### src/rtl/alu_share_ctrl.sv
// alu_share_ctrl
// Sequencing controller and round-robin arbiter in front of the shared
// W-bit Booth multiply ALU. Two requesters compete for the ALU. The winner's
// opcode and operands are latched, then walked through the ALU start and
// operand-load handshake. The 2W-bit result is rebuilt from the high and low
// byte strobes and handed back to the winner. An ALU that stalls past
// TIMEOUT cycles is aborted.
//
// Ports
//   clk, rst          : clock (rising edge), synchronous active-low reset
//   req0/req1         : request level, held until the matching done/err
//   op0/op1           : 2-bit opcode per requester
//   a0/a1, b0/b1      : operands M and Q per requester
//   done0/done1       : one-cycle result-valid pulse per requester
//   err0/err1         : one-cycle timeout-abort pulse per requester
//   res0/res1         : per-requester result register (2W bits)
//   busy              : high whenever the controller is not idle
//   alu_enable        : ALU enable, dropped for one cycle to force ALU idle
//   alu_start         : ALU start level
//   alu_op            : latched opcode to the ALU
//   alu_in            : operand bus to the ALU
//   alu_ready         : ALU idle indication
//   alu_out           : ALU result byte
//   alu_out_vld       : ALU byte strobe (high byte first, then low byte)

module alu_share_ctrl #(
  parameter int W       = 8,
  parameter int TIMEOUT = 64
) (
  input  logic           clk,
  input  logic           rst,
  input  logic           req0,
  input  logic           req1,
  input  logic [1:0]     op0,
  input  logic [1:0]     op1,
  input  logic [W-1:0]   a0,
  input  logic [W-1:0]   a1,
  input  logic [W-1:0]   b0,
  input  logic [W-1:0]   b1,
  output logic           done0,
  output logic           done1,
  output logic           err0,
  output logic           err1,
  output logic [2*W-1:0] res0,
  output logic [2*W-1:0] res1,
  output logic           busy,
  output logic           alu_enable,
  output logic           alu_start,
  output logic [1:0]     alu_op,
  output logic [W-1:0]   alu_in,
  input  logic           alu_ready,
  input  logic [W-1:0]   alu_out,
  input  logic           alu_out_vld
);

  typedef enum logic [2:0] {
    IDLE, START, LOAD_A, LOAD_B, WAIT_HI, WAIT_LO, DONE, ABORT
  } state_t;

  // One extra bit so the counter never wraps while it overshoots LIMIT by
  // a cycle or two after a late high-byte strobe.
  localparam int            CW    = $clog2(TIMEOUT) + 1;
  localparam logic [CW-1:0] LIMIT = CW'(TIMEOUT - 1);

  state_t        state, state_nx;
  logic          last;
  logic          gnt;
  logic [1:0]    op_q;
  logic [W-1:0]  a_q, b_q, hi_q;
  logic [CW-1:0] cnt;
  logic          en_q;
  logic          grant_now;
  logic          grant_id;
  logic          timed_out;

  // Arbitration: a lone requester wins outright. On a tie the requester that
  // was not served last wins, which gives strict alternation under load.
  always_comb begin
    grant_id  = (req0 && req1) ? ~last : req1;
    grant_now = (state == IDLE) && alu_ready && (req0 || req1);
    timed_out = (cnt >= LIMIT);
  end

  // Next-state logic. A strobe in the final allowed cycle takes priority
  // over the timeout.
  always_comb begin
    state_nx = state;
    case (state)
      IDLE:    if (grant_now) state_nx = START;
      START:   state_nx = LOAD_A;
      LOAD_A:  state_nx = LOAD_B;
      LOAD_B:  state_nx = WAIT_HI;
      WAIT_HI: begin
        if (alu_out_vld)    state_nx = WAIT_LO;
        else if (timed_out) state_nx = ABORT;
      end
      WAIT_LO: begin
        if (alu_out_vld)    state_nx = DONE;
        else if (timed_out) state_nx = ABORT;
      end
      DONE:    state_nx = IDLE;
      ABORT:   state_nx = IDLE;
      default: state_nx = IDLE;
    endcase
  end

  // Outputs decoded from state. The operand bus carries A through the start
  // fall so the ALU can load M, then carries B for one cycle for Q.
  always_comb begin
    busy       = (state != IDLE);
    alu_start  = (state == START);
    alu_enable = en_q && (state != ABORT);
    alu_op     = op_q;
    done0      = (state == DONE)  && !gnt;
    done1      = (state == DONE)  &&  gnt;
    err0       = (state == ABORT) && !gnt;
    err1       = (state == ABORT) &&  gnt;
    case (state)
      START, LOAD_A: alu_in = a_q;
      LOAD_B:        alu_in = b_q;
      default:       alu_in = '0;
    endcase
  end

  // State, latched request, timeout counter and result registers. The
  // result lands in res in the same edge that enters DONE. This makes res
  // valid together with the done pulse.
  always_ff @(posedge clk) begin
    if (!rst) begin
      state <= IDLE;
      last  <= 1'b1;
      gnt   <= 1'b0;
      op_q  <= '0;
      a_q   <= '0;
      b_q   <= '0;
      hi_q  <= '0;
      cnt   <= '0;
      en_q  <= 1'b0;
      res0  <= '0;
      res1  <= '0;
    end else begin
      state <= state_nx;
      en_q  <= 1'b1;
      if (grant_now) begin
        gnt  <= grant_id;
        op_q <= grant_id ? op1 : op0;
        a_q  <= grant_id ? a1  : a0;
        b_q  <= grant_id ? b1  : b0;
        cnt  <= '0;
      end else if (state inside {START, LOAD_A, LOAD_B, WAIT_HI, WAIT_LO}) begin
        cnt <= cnt + CW'(1);
      end
      if (state == WAIT_HI && alu_out_vld) begin
        hi_q <= alu_out;
      end
      if (state == WAIT_LO && alu_out_vld) begin
        if (gnt) res1 <= {hi_q, alu_out};
        else     res0 <= {hi_q, alu_out};
      end
      if (state == DONE || state == ABORT) begin
        last <= gnt;
      end
    end
  end

endmodule

### config.mk
export PLATFORM = sky130hd
export DESIGN_NAME = alu_share_ctrl
export DESIGN_NICKNAME = d
export VERILOG_FILES = /design/src/rtl/alu_share_ctrl.sv
export SDC_FILE = /design/constraint.sdc
export NUM_CORES = 1
export LEC_CHECK = 0
export ABC_AREA = 1
export CELL_PAD_IN_SITES_DETAIL_PLACEMENT = 1
export CELL_PAD_IN_SITES_GLOBAL_PLACEMENT = 2
export CORE_MARGIN = 5
export CORE_UTILIZATION = 26
export DETAILED_ROUTE_END_ITERATION = 8
export GPL_TIMING_DRIVEN = 0
export HOLD_SLACK_MARGIN = 0.03
export PLACE_DENSITY_LB_ADDON = 0.08
export SLEW_MARGIN = 20
export SYNTH_ARGS = -nofsm -noshare
export SYNTH_HDL_FRONTEND = slang
export SYNTH_SLANG_ARGS = --single-unit
### constraint.sdc
create_clock -name clk -period 3.76 [get_ports clk]
set_input_delay 0.94 -clock clk [delete_from_list [all_inputs] [get_ports clk]]
set_output_delay 0.94 -clock clk [all_outputs]
set_load 0.01 [all_outputs]
---- Word level (Yosys, flattened, before mapping) ----
Cells that the tools add are included.
Widths: inputs -> output; s select.
word-level totals
  flip-flop bits (word level) ............. 71
  output and inout port bits .............. 49
  logic and storage cells ................. 57
operators by class
  add/sub/neg operators ................... 1
  magnitude comparators ................... 1
  eq/ne operators ......................... 9
  mux-type cells .......................... 11
  bitwise operators ....................... 3
  reductions and logical operators ........ 21
operator list
  operator             count
  $pmux 3 s7           1
  $mux 8               2
  $pmux 8 s2           1
  $eq 3x3->1 const B   4
  $mux 3               4
  $logic_and 1x1->1    10
  $add 7x1->7 const B  1
  $ge 7x6->1 const B   1
  $eq 3x2->1 const B   2
  $reduce_or 2->1      3
  $reduce_bool 5->1    1
  $reduce_and 2->1     2
  $eq 3x1->1 const B   1
  $logic_not 3->1      1
  $ne 3x3->1 const B   1
  $not 1->1            3
  $reduce_bool 3->1    1
  $logic_or 1x1->1     2
  $mux 1               2
  $mux 2               1
  $ne 2x2->1 const B   1
  $logic_not 1->1      1

---- Longest topological paths before layout ----
Gate-level depths: netlist of run 1.
  depth after elaboration ................. 5
  gate-level depth with buffers ........... 10
  depth with buffers taken out ............ 8

---- Least setup slack after synthesis of run 1 ----
No wires, ideal clock.
  kind .................................... flip-flop to output port
  start point ............................. register state[2]
  end point ............................... output alu_in[0]
  arrival time ............................ 1.095 ns
  path slack .............................. 1.725 ns
  stages on the path, launching flop included .. 6
  cell sequence ........................... dfxtp_1 -> buf_4 -> inv_1 -> nand2_1 -> nor2_1 -> a32o_1
between the ends
  cells in the longest elaborated chain, start to end .. 3
RTL lines
  what                                             RTL line  source
  from (decl)                                      65        state_t state, state_nx;
  from (signal assigned)                           142       state <= state_nx;
  $eq 3x1->1 / $eq 3x2->1 (equally long branches)  118       case (state)
  $reduce_or 2->1                                  118
  $pmux 8 s2 (*)                                   118
  to (decl)                                        50        output logic [W-1:0] alu_in,
Every way passes the cells marked *; elsewhere a longest branch is shown, timed or not.

---- Final worst setup path of run 1 ----
  start point ............................. register state[2]
  end point ............................... output alu_in[5]
The elaborated chain is that of the path after synthesis.

==> metrics.md, run 1 <==
| Metric | Value |
|---|---|
| Outcome | `completed` |
| Clock Root Buffer | `clkbuf_16` |
| Post-CTS setup buffer count | `0` |
| DRT antenna net count | `0` |
| Highest Clock Rate | `0.309 GHz` |
| CORE AREA | `~11,000 µm²` |
| Initial standard-cell utilization of the core | `0.265` |
| # diodes | `0` |
| Number of buffers inserted for hold repair after clock tree synthesis | `0` |
| Area enclosed by the die boundary | `13,900 µm²` |
| Cell type contributing the most total cell area after synthesis | `dfxtp_1` |
| Clock buffer depth | `2` |
| Sw Ratio | `0.306` |
| Per-instance average area after synthesis | `7.26 µm²` |
| Transition time at the pin with the least slew margin | `679 ps` |
| Vias in the first global route | `3,309` |
| Chip Height | `around 120 µm` |
| Internal power | `1.65 mW` |
| Seq cells post-synth | `between 70 and 80` |
| Layout overhead on the synthesized area | `49.4%` |
| Pin count of the biggest net entering global routing | `14` |
| Switching power | `0.729 mW` |
| Final total negative setup slack | `0 ps` |
| Number of max-slew violations in the final report | `0` |
| Post-layout net count | `576` |
| HPWL after detailed placement | `7730 µm` |
| TritonCTS sink count | `between 70 and 80` |
| P_leak | `1.91 nW` |
| Part of the total power dissipated in the clock network | `0.396` |
| CP Class | `register to output pin` |
| Antenna violations before repair | `0` |
| Worst Path Arrival | `2290 ps` |
| Delay of the slowest cell on the worst path | `550 ps` |
| CP top delay family | `buffers and inverters` |
| Number of vias per cell | `4.61` |
| Site Rows | `39` |
| Critical Path Slowest Stage Cell | `clkdlybuf4s50_1` |
| Most frequently used cell type in the post-synthesis netlist | `nand2_1` |
| Routed WL per cell | `15.3 µm` |
| Wire length of the first global-routing pass | `~17,000 µm` |
| Cell Area, Synth | `~3000 µm²` |
| Vias post-DR | `roughly 3,100` |
| Final period utilization | `0.860` |
| Cell Chain, Critical Path | `buf_4 > inv_1 > nand2_1 > nor2_1 > a32o_1 > clkdlybuf4s50_1` |
| RSZ-0062 raised after global routing | `false` |
| First drt pass iteration count | `4` |
| Post-Synthesis Net Count | `467` |
| CP Max Fanout | `9` |
| Yosys cell types | `27` |
| Worst Hold Margin | `443 ps` |
| Shortest clock period the worst path allows after layout | `3230 ps` |
| Mapped Cells | `roughly 420` |
| Post-CTS resize count | `0` |
| Final number of hold-violating endpoints | `0` |
| Final count of negative-setup-slack endpoints | `0` |
| Clock latency at the later pin of the worst-skew pair | `roughly 340 ps` |
| Worst rel slew slack | `0.545` |
| Capturing element type of the critical path | `output pin` |
| Routability-driven placement congestion ratio | `between 0.7 and 0.8` |
| Area share of the leading cell type in the synthesized netlist | `0.471` |
| GR Util All Layers | `0.153` |
| Final wirelength | `10,300 µm` |
| Clock-pin slew reported for the worst setup and hold paths after clock tree synthesis | `approximately 60 ps` |
| Fill cell count | `1,419` |
| Cell Pwr Density | `527 nW/µm²` |
| Crit path buffers/inverters | `3` |
| H-tree level count | `3` |
| Tightest Hold Check Type | `register to register` |
| Number of buffer cells added on primary ports | `98` |
| Part of the total power dissipated in combinational logic | `0.241` |
| Synth Flop Type | `dfxtp_1` |
| Async set-or-reset flop fraction in the synthesized netlist | `0` |
| Post-route DRC violation count | `0` |
| Top-Level Pins | `slightly below 100` |
| Sequential share of the synthesized area | `0.471` |
| Number of flops mapped to enable cells by yosys | `0` |
| Number of buffers created by CTS | `9` |
| Starting DRC count in detailed routing | `123` |
| Worst Setup Start Kind | `register` |
| Yosys warning total | `0` |
| Number of max-capacitance violations reported | `0` |
| Ratio of cells with drive above 1 in the final layout | `0.0774` |
| Largest clock skew in the final design | `~5.1 ps` |
| Clock tree from TritonCTS | `yes` |
| Biggest area contributors in the synthesized netlist | `dfxtp_1 47%, nand2_1 18%, o21ai_0 6.6%` |
| Worst Path Required | `2820 ps` |
| Power share of the sequential group | `0.363` |
| Max VDD drop | `293 µV` |
| Die X | `about 120 µm` |
| Total gr overflow | `0` |
| Synth cell count leaders | `144 x nand2_1, 71 x dfxtp_1, 47 x nor2_1, 40 x o21ai_0, 33 x a21oi_1` |
==> per-layer routing <==
layer  part of all wire  wire, µm  global-route usage
met4              0.011       108              0.0387
met3              0.068       697              0.0620
met1               0.44      4540               0.187
met5                  0         0                   0
met2               0.48      4930               0.251
==> cell families after synthesis <==
group / Yosys count / share of synthesized area
AND/OR/NAND/NOR: 215 / 0.300
AO/OA/AOI/OAI: 84 / 0.152
flip-flops: 71 / 0.471
buffers and inverters: 43 / 0.0675
XOR/XNOR: 2 / 0.00580
adder cells (fa/ha/maj): 1 / 0.00414
==> tightest hold or removal path, cell delays in order, from the launching register on <==
cell     delay [ps]
dfxtp_1         310
nand2_1          60
nand2_1          40
==> layout make-up <==
type                    instances  area (µm²)  share of cell area
plain buffers                  18         110              0.0244
clock buffers                  10         239              0.0530
clock inverters                 6        92.6              0.0205
inverters                      25        93.8              0.0208
multi-input cells             302        1400               0.309
flip-flops and latches         71        1420               0.315
well taps                     143         179              0.0397
repair buffers                 98         981               0.217
==> worst paths after layout <==
check / from / to / slack [ps] / cells past startpoint
setup / recovery: state[2] / alu_in[5] / 530 / 6
hold / removal: a_q[4] / a_q[4] / 440 / 2
setup reg to reg: state[0] / hi_q[6] / 2070 / 6
hold reg to reg: a_q[4] / a_q[4] / 440 / 2
==> registers in the layout (all words and copies together), names as in the netlist <==
| register | flops |
|---|---|
| b_q | 8 |
| hi_q | 8 |
| a_q | 8 |
| last | 1 |
| en_q | 1 |
| res1 | 16 |
| res0 | 16 |
| alu_op | 2 |
| cnt | 7 |
| gnt | 1 |
| state | 3 |
==> per-stage QoR <==
| stage | area (µm²) | worst slack (ps) | util | power, mW | cells |
|---|---|---|---|---|---|
| final | 4510 | 527 | 0.395 | 2.38 | 673 |
| after global routing | 4510 | 354 | 0.395 | 2.53 | 673 |
| after CTS | 4510 | 472 | 0.395 | 2.42 | 673 |
| after detailed placement | 4180 | 855 | 0.366 | 1.46 | 657 |
| after global placement | 4180 | 900 | 0.366 | 1.45 | 657 |
| after floorplan | 3020 | 1730 | - | 1.21 | 416 |
==> cell usage in the layout, fill, tap and decap left out, drive strengths merged, types with 8 or more instances in the layout <==
master | netlist | routed
clkdlybuf4s50 | 0 | 98
buf | 14 | 14
clkbuf | 4 | 14
nand2 | 148 | 148
nand3 | 10 | 10
dfxtp | 71 | 71
a32o | 8 | 8
a21oi | 33 | 33
o21ai | 43 | 43
inv | 23 | 24
nor2 | 51 | 51
==> power by group through the flow <==
stage                     clock network [mW]  registers, mW  logic, mW
after floorplan                            0          0.870      0.343
after global placement                     0          0.877      0.575
after detailed placement                   0          0.879      0.584
after CTS                              0.974          0.864      0.586
after global routing                    1.01          0.873      0.651
final                                  0.941          0.863      0.573
Power figures use the tool's default switching activity.
==> run 2: changes to the inputs <==
--- a/config.mk
+++ b/config.mk
@@ -11,3 +11,4 @@
 export CORE_MARGIN = 5
-export CORE_UTILIZATION = 26
+export CORE_UTILIZATION = 27
+export CTS_BUF_LIST = sky130_fd_sc_hd__clkbuf_2 sky130_fd_sc_hd__clkbuf_4 sky130_fd_sc_hd__clkbuf_8
 export DETAILED_ROUTE_END_ITERATION = 8
--- a/constraint.sdc
+++ b/constraint.sdc
@@ -3,2 +3,2 @@
 set_output_delay 0.94 -clock clk [all_outputs]
-set_load 0.01 [all_outputs]
+set_load 0.02 [all_outputs]
==> run 2 against run 1 <==
Net effect:
- core utilization up 0.58 points
- fmax is 3.5% lower
- combinational power up 4.0%
- global-route usage down 0.14 points
- highest routed layer unchanged
- critical path type unchanged
- cell count shrank 0.45%
- flip-flop and latch count is the same
- first-iteration DRC count decreased by 38%
- total power is 14% lower
- clock power fell by 37%
- critical path depth is the same
==> metrics.md, run 2 (synthesis results as in run 1) <==
| Metric | Value |
|---|---|
| CP Max Fanout | `9` |
| Post-CTS resize count | `0` |
| Clock latency at the later pin of the worst-skew pair | `about 360 ps` |
| Final number of hold-violating endpoints | `0` |
| Post-CTS setup buffer count | `0` |
| Layout overhead on the synthesized area | `44.5%` |
| P_leak | `between 1.5 and 2 nW` |
| Area enclosed by the die boundary | `13,400 µm²` |
| H-tree level count | `3` |
| Leading registers by flop count | `res0 x16, res1 x16` |
| Post-route DRC violation count | `0` |
| Number of max-capacitance violations reported | `0` |
| Tightest Hold Check Type | `register to register` |
| Clock tree from TritonCTS | `yes` |
| # diodes | `0` |
| Worst Path Arrival | `2410 ps` |
| Routed WL per cell | `14.7 µm` |
| Highest Clock Rate | `0.298 GHz` |
| Worst Setup Start Kind | `register` |
| Clock-pin slew reported for the worst setup and hold paths after clock tree synthesis | `approximately 80 ps` |
| Pin count of the biggest net entering global routing | `15` |
| Site Rows | `38` |
| Ratio of cells with drive above 1 in the final layout | `0.0774` |
| TritonCTS sink count | `71` |
| Hold path cells | `2` |
| Most common cell after layout, fill and taps aside | `nand2_1` |
| Destination of the worst hold path | `alu_op[0]` |
| Clock Root Buffer | `clkbuf_8` |
| Routability-driven placement congestion ratio | `between 0.7 and 0.8` |
| Launch point of the worst reg-to-reg path | `state[0]` |
| Number of buffers inserted for hold repair after clock tree synthesis | `0` |
| HPWL after detailed placement | `about 7500 µm` |
| RSZ-0062 raised after global routing | `false` |
| Number of buffers created by CTS | `9` |
| DRT antenna net count | `0` |
| Reg-to-Reg End | `hi_q[6]` |
| Most frequent cells in the layout | `144 x nand2_1, 98 x clkdlybuf4s50_1, 71 x dfxtp_1, 47 x nor2_1, 40 x o21ai_0` |
| GR Util All Layers | `0.152` |
| Antenna violations before repair | `0` |
| Part of the total power dissipated in combinational logic | `0.291` |
| Number of max-slew violations in the final report | `0` |
| Power share of the sequential group | `0.420` |
| Vias in the first global route | `roughly 3,100` |
| Top-Level Pins | `99` |
| Cell Pwr Density | `around 470 nW/µm²` |
| Worst rel slew slack | `0.494` |
| Final period utilization | `0.891` |
| Total gr overflow | `0` |
| Switching power | `between 0.7 and 0.8 mW` |
| Max VDD drop | `between 300 and 400 µV` |
| Transition time at the pin with the least slew margin | `about 760 ps` |
| Part of the total power dissipated in the clock network | `0.290` |
| Initial standard-cell utilization of the core | `0.277` |
| CORE AREA | `approximately 11,000 µm²` |
| Shortest clock period the worst path allows after layout | `3350 ps` |
| Area of the multi-input gates | `~1400 µm²` |
| Number of vias per cell | `4.51` |
| Internal power | `1.31 mW` |
| Sw Ratio | `0.360` |
| HP Start | `alu_op[0]` |
| First drt pass iteration count | `4` |
| Die X | `116 µm` |
| Final wirelength | `between 9000 and 10,000 µm` |
| Worst reg-to-reg setup slack | `2190 ps` |
| Capturing element type of the critical path | `output pin` |
| Post-layout net count | `576` |
| Vias post-DR | `between 3,000 and 4,000` |
| Fill cell count | `1,359` |
| Final count of negative-setup-slack endpoints | `0` |
| Worst Path Required | `2820 ps` |
| Fraction of the core area covered by cells at the end of the flow | `0.401` |
| Number of buffer cells added on primary ports | `98` |
| Outcome | `completed` |
| Worst reg-to-reg path cell count | `6` |
| Largest clock skew in the final design | `approximately 15 ps` |
| Starting DRC count in detailed routing | `76` |
| Wire length of the first global-routing pass | `15,800 µm` |
| Final total negative setup slack | `0 ps` |
| Sequential Area | `1420 µm²` |
| CP Class | `register to output pin` |
| Clock buffer depth | `2` |
| Chip Height | `116 µm` |
run 2: metrics by stage:
step	cells	hold slack, ps	setup WS (ps)	area [µm²]	power [mW]
after floorplan	416	419	1650	3020	1.24
after global placement	654	430	815	4180	1.48
final	670	448	409	4370	2.05
after CTS	670	455	391	4370	2.09
after global routing	670	476	283	4370	2.18
after detailed placement	654	440	798	4180	1.48
run 2: how the worst max path moves through the flow:
stage | startpoint | to | slack [ps] | cells past startpoint
6_report | state[2] | alu_in[2] | 410 | 6
3_3_place_gp | state[2] | alu_in[2] | 820 | 6
3_5_place_dp | state[2] | alu_in[2] | 800 | 6
4_1_cts | state[2] | alu_in[2] | 390 | 6
5_1_grt | state[2] | alu_in[6] | 280 | 6
2_1_floorplan | state[2] | alu_in[0] | 1650 | 5
run 2: final cells by class:
cell class | count | area share
plain buffers | 18 | 0.0252
clock buffers | 10 | 0.0315
clock inverters | 6 | 0.0118
inverters | 25 | 0.0215
multi-input cells | 302 | 0.320
flip-flops and latches | 71 | 0.326
well taps | 140 | 0.0401
repair buffers | 98 | 0.225
run 2: power groups by stage:
| stage | logic (mW) | registers (mW) | clock network (mW) |
|---|---|---|---|
| after floorplan | 0.365 | 0.875 | 0 |
| after global placement | 0.599 | 0.877 | 0 |
| after detailed placement | 0.603 | 0.878 | 0 |
| after CTS | 0.606 | 0.861 | 0.619 |
| after global routing | 0.659 | 0.868 | 0.657 |
| final | 0.596 | 0.860 | 0.595 |
run 2: metal layers:
metal	up-vias	global-route usage	routed length [µm]	share of wire
li1	1554	-	-	-
met1	1395	0.199	4610	0.47
met2	62	0.242	4560	0.46
met3	9	0.0397	519	0.053
met4	0	0.0534	136	0.014
met5	-	0	0	0
run 2: worst max-delay path, cell delays in order (launching register included):
cell and delay [ps]:
dfxtp_1 300, buf_4 160, inv_1 100, nand2_1 70, nor2_1 580, a32o_1 240, clkdlybuf4s50_1 610
==> variant, RTL diff (config.mk and constraints of run 1) <==
Put a register stage on the output `err1`, without a reset. The value now appears one clock later. The other outputs are not delayed to match. Comments in the files are not updated.
--- a/src/rtl/alu_share_ctrl.sv
+++ b/src/rtl/alu_share_ctrl.sv
@@ -64,2 +64,4 @@
 
+  logic err1_d;
+
   state_t        state, state_nx;
@@ -116,3 +118,3 @@
     err0       = (state == ABORT) && !gnt;
-    err1       = (state == ABORT) &&  gnt;
+    err1_d     = (state == ABORT) &&  gnt;
     case (state)
@@ -165,2 +167,6 @@
 
+  always_ff @(posedge clk) begin
+    err1 <= err1_d;
+  end
+
 endmodule
Check against the original RTL: same outputs for any inputs over 10 cycles, from zero or initial values and one cycle with rst low; that may be too few to reach the edited logic, so the function may still have changed.
==> variant against run 1 <==
- count of clock-buffer cells in the layout is the same
- non-clock buffer count is the same
- first-iteration DRC count decreased by 22%
- worst setup slack gained 32 ps
- utilization shrank 0.12 points
- area after synthesis increased by 0.66%
- critical path depth unchanged
- total power is 3.0% lower
- maximum frequency is 1.0% higher
- via count decreased by 1.5%
- final area is 0.31% lower
- routed wire length fell by 1.1%
- sequential cell count is 1 higher
- critical path type unchanged
==> variant: results (changes against run 1) <==
status complete, no violations; sequential share of the synthesized area 0.474 (+0.00349); Top FF cell, synth dfxtp_1; Crit Path Max Fanout 9 (unchanged); leak pwr 1.91 nW (-0.22%); DP Wirelength 7.66 mm (-0.88%); FF-to-FF Start state[0]$_SDFFE_PN0P_; vias in the first global route 3230 (-2.4%); Slew HR 0.556 (+0.0106); FF-to-FF End hi_q[7]$_SDFFE_PN0P_; Async SR Flop Fraction 0 (unchanged); Synth top cells by count nand2_1 (144), dfxtp_1 (72), nor2_1 (47); largest net degree at the start of global routing 14 (unchanged); Avg WL per Cell 15.1 um (-1.2%); ratio of cells with drive above 1 in the final layout 0.0753 (-0.00203); Global Route Usage Sum 0.149 (-0.00411); # nets final 577 (+0.17%); total CTS buffers 9 (unchanged); first-iteration detailed-routing DRC count 96 (-22%); deepest clock path buffer count 2 (unchanged); first-pass GRT wire length 16.7 mm (-2.3%); post-synthesis compound-gate area fraction 0.151 (-0.00100); Via Count 3055 (-1.5%); xor and xnor area share after synthesis 0.00576 (-0.0000382); min-delay worst type reg2reg; Layout Skew 6.08 ps (+0.964 ps); WHS Endpoint alu_op[1]$_SDFFE_PN0P_; Synth Net Count 468 (+0.21%); worst vdd ir 0.262 mV (-11%); largest cells by area after synthesis dfxtp_1 (47%), nand2_1 (18%), o21ai_0 (6.6%); delay-heaviest family, CP buffers and inverters; R2R setup slack 2130 ps (+60 ps); RD Place Congestion 0.755 (+0.73%); Crit-path slowest cell clkdlybuf4s50_1; root buffer cell clkbuf_16; FILL cells 1404 (-1.1%); mux cell area share after synthesis 0 (unchanged); initial antenna violation count 0 (unchanged); Diodes inserted 0 (unchanged); min-delay src alu_op[1]$_SDFFE_PN0P_; Yosys cell types 27 (unchanged); critical path required time 2820 ps (about the same); Synth Area in Adders 0.00412 (-0.0000273); post-place setup slack 832 ps (-23.8 ps); Post-CTS Resized 0 (unchanged); main combinational cell family by area after synthesis simple AND/OR/NAND/NOR gates; delay of the slowest critical-path stage 570 ps (+20 ps); Post-CTS Setup Inserts 0 (unchanged); Clk pin slew, worst setup/hold paths 60 ps (about the same)
## variant: area by class of cell
cell class                      count  area (um^2)  share of cell area
Sequential cell                    72         1440               0.320
Multi-Input combinational cell    302         1400               0.310
Timing Repair Buffer               98          981               0.218
Clock buffer                       10          229              0.0509
Tap cell                          143          179              0.0398
Buffer                             18          110              0.0245
Inverter                           25         93.8              0.0209
Clock inverter                      6         68.8              0.0153
## variant: layer usage
layer	vias up	routed length (um)	global-route usage
met3	5	557	0.0583
met5	-	0	0
li1	1562	-	-
met4	0	81	0.0366
met2	67	4930	0.247
met1	1421	4600	0.182
## variant: worst register-to-register path: stages, from the launching register on
cell     delay (ps)
dfxtp_1         310
buf_6           130
nor2_1          240
nand3_1         330
buf_2           300
o21ai_0         160
a21oi_1          60
## variant: through the flow
step	instances	instance area [um^2]	utilization	hold WS, ps
global route	674	4500	0.394	454
finish	674	4500	0.394	442
detailed placement	658	4200	0.368	436
global placement	658	4200	0.368	429
CTS	674	4500	0.394	447
floorplan	417	3040	-	419
## variant: how the worst max path moves through the flow
stage	endpoint	slack [ps]
after floorplan	alu_in[0]	1730
after global placement	alu_in[5]	900
after detailed placement	alu_in[2]	830
after CTS	alu_in[2]	460
after global routing	alu_in[2]	400
final	alu_in[2]	560
## variant: where the power goes
group / leakage, nW / internal, mW / switching (mW)
sequential: 0.583 / 0.828 / 0.0456
clock: 0.143 / 0.517 / 0.344
combinational: 1.18 / 0.230 / 0.342
total: 1.91 / 1.57 / 0.731
## variant: cells by family (layout without fill, tap and decap cells)
family	count (synthesis)	after routing
buf+inv	43	157
simple gates	215	215
compound gates	84	84
xor+xnor	2	2
flops	72	72
fa+ha+maj	1	1
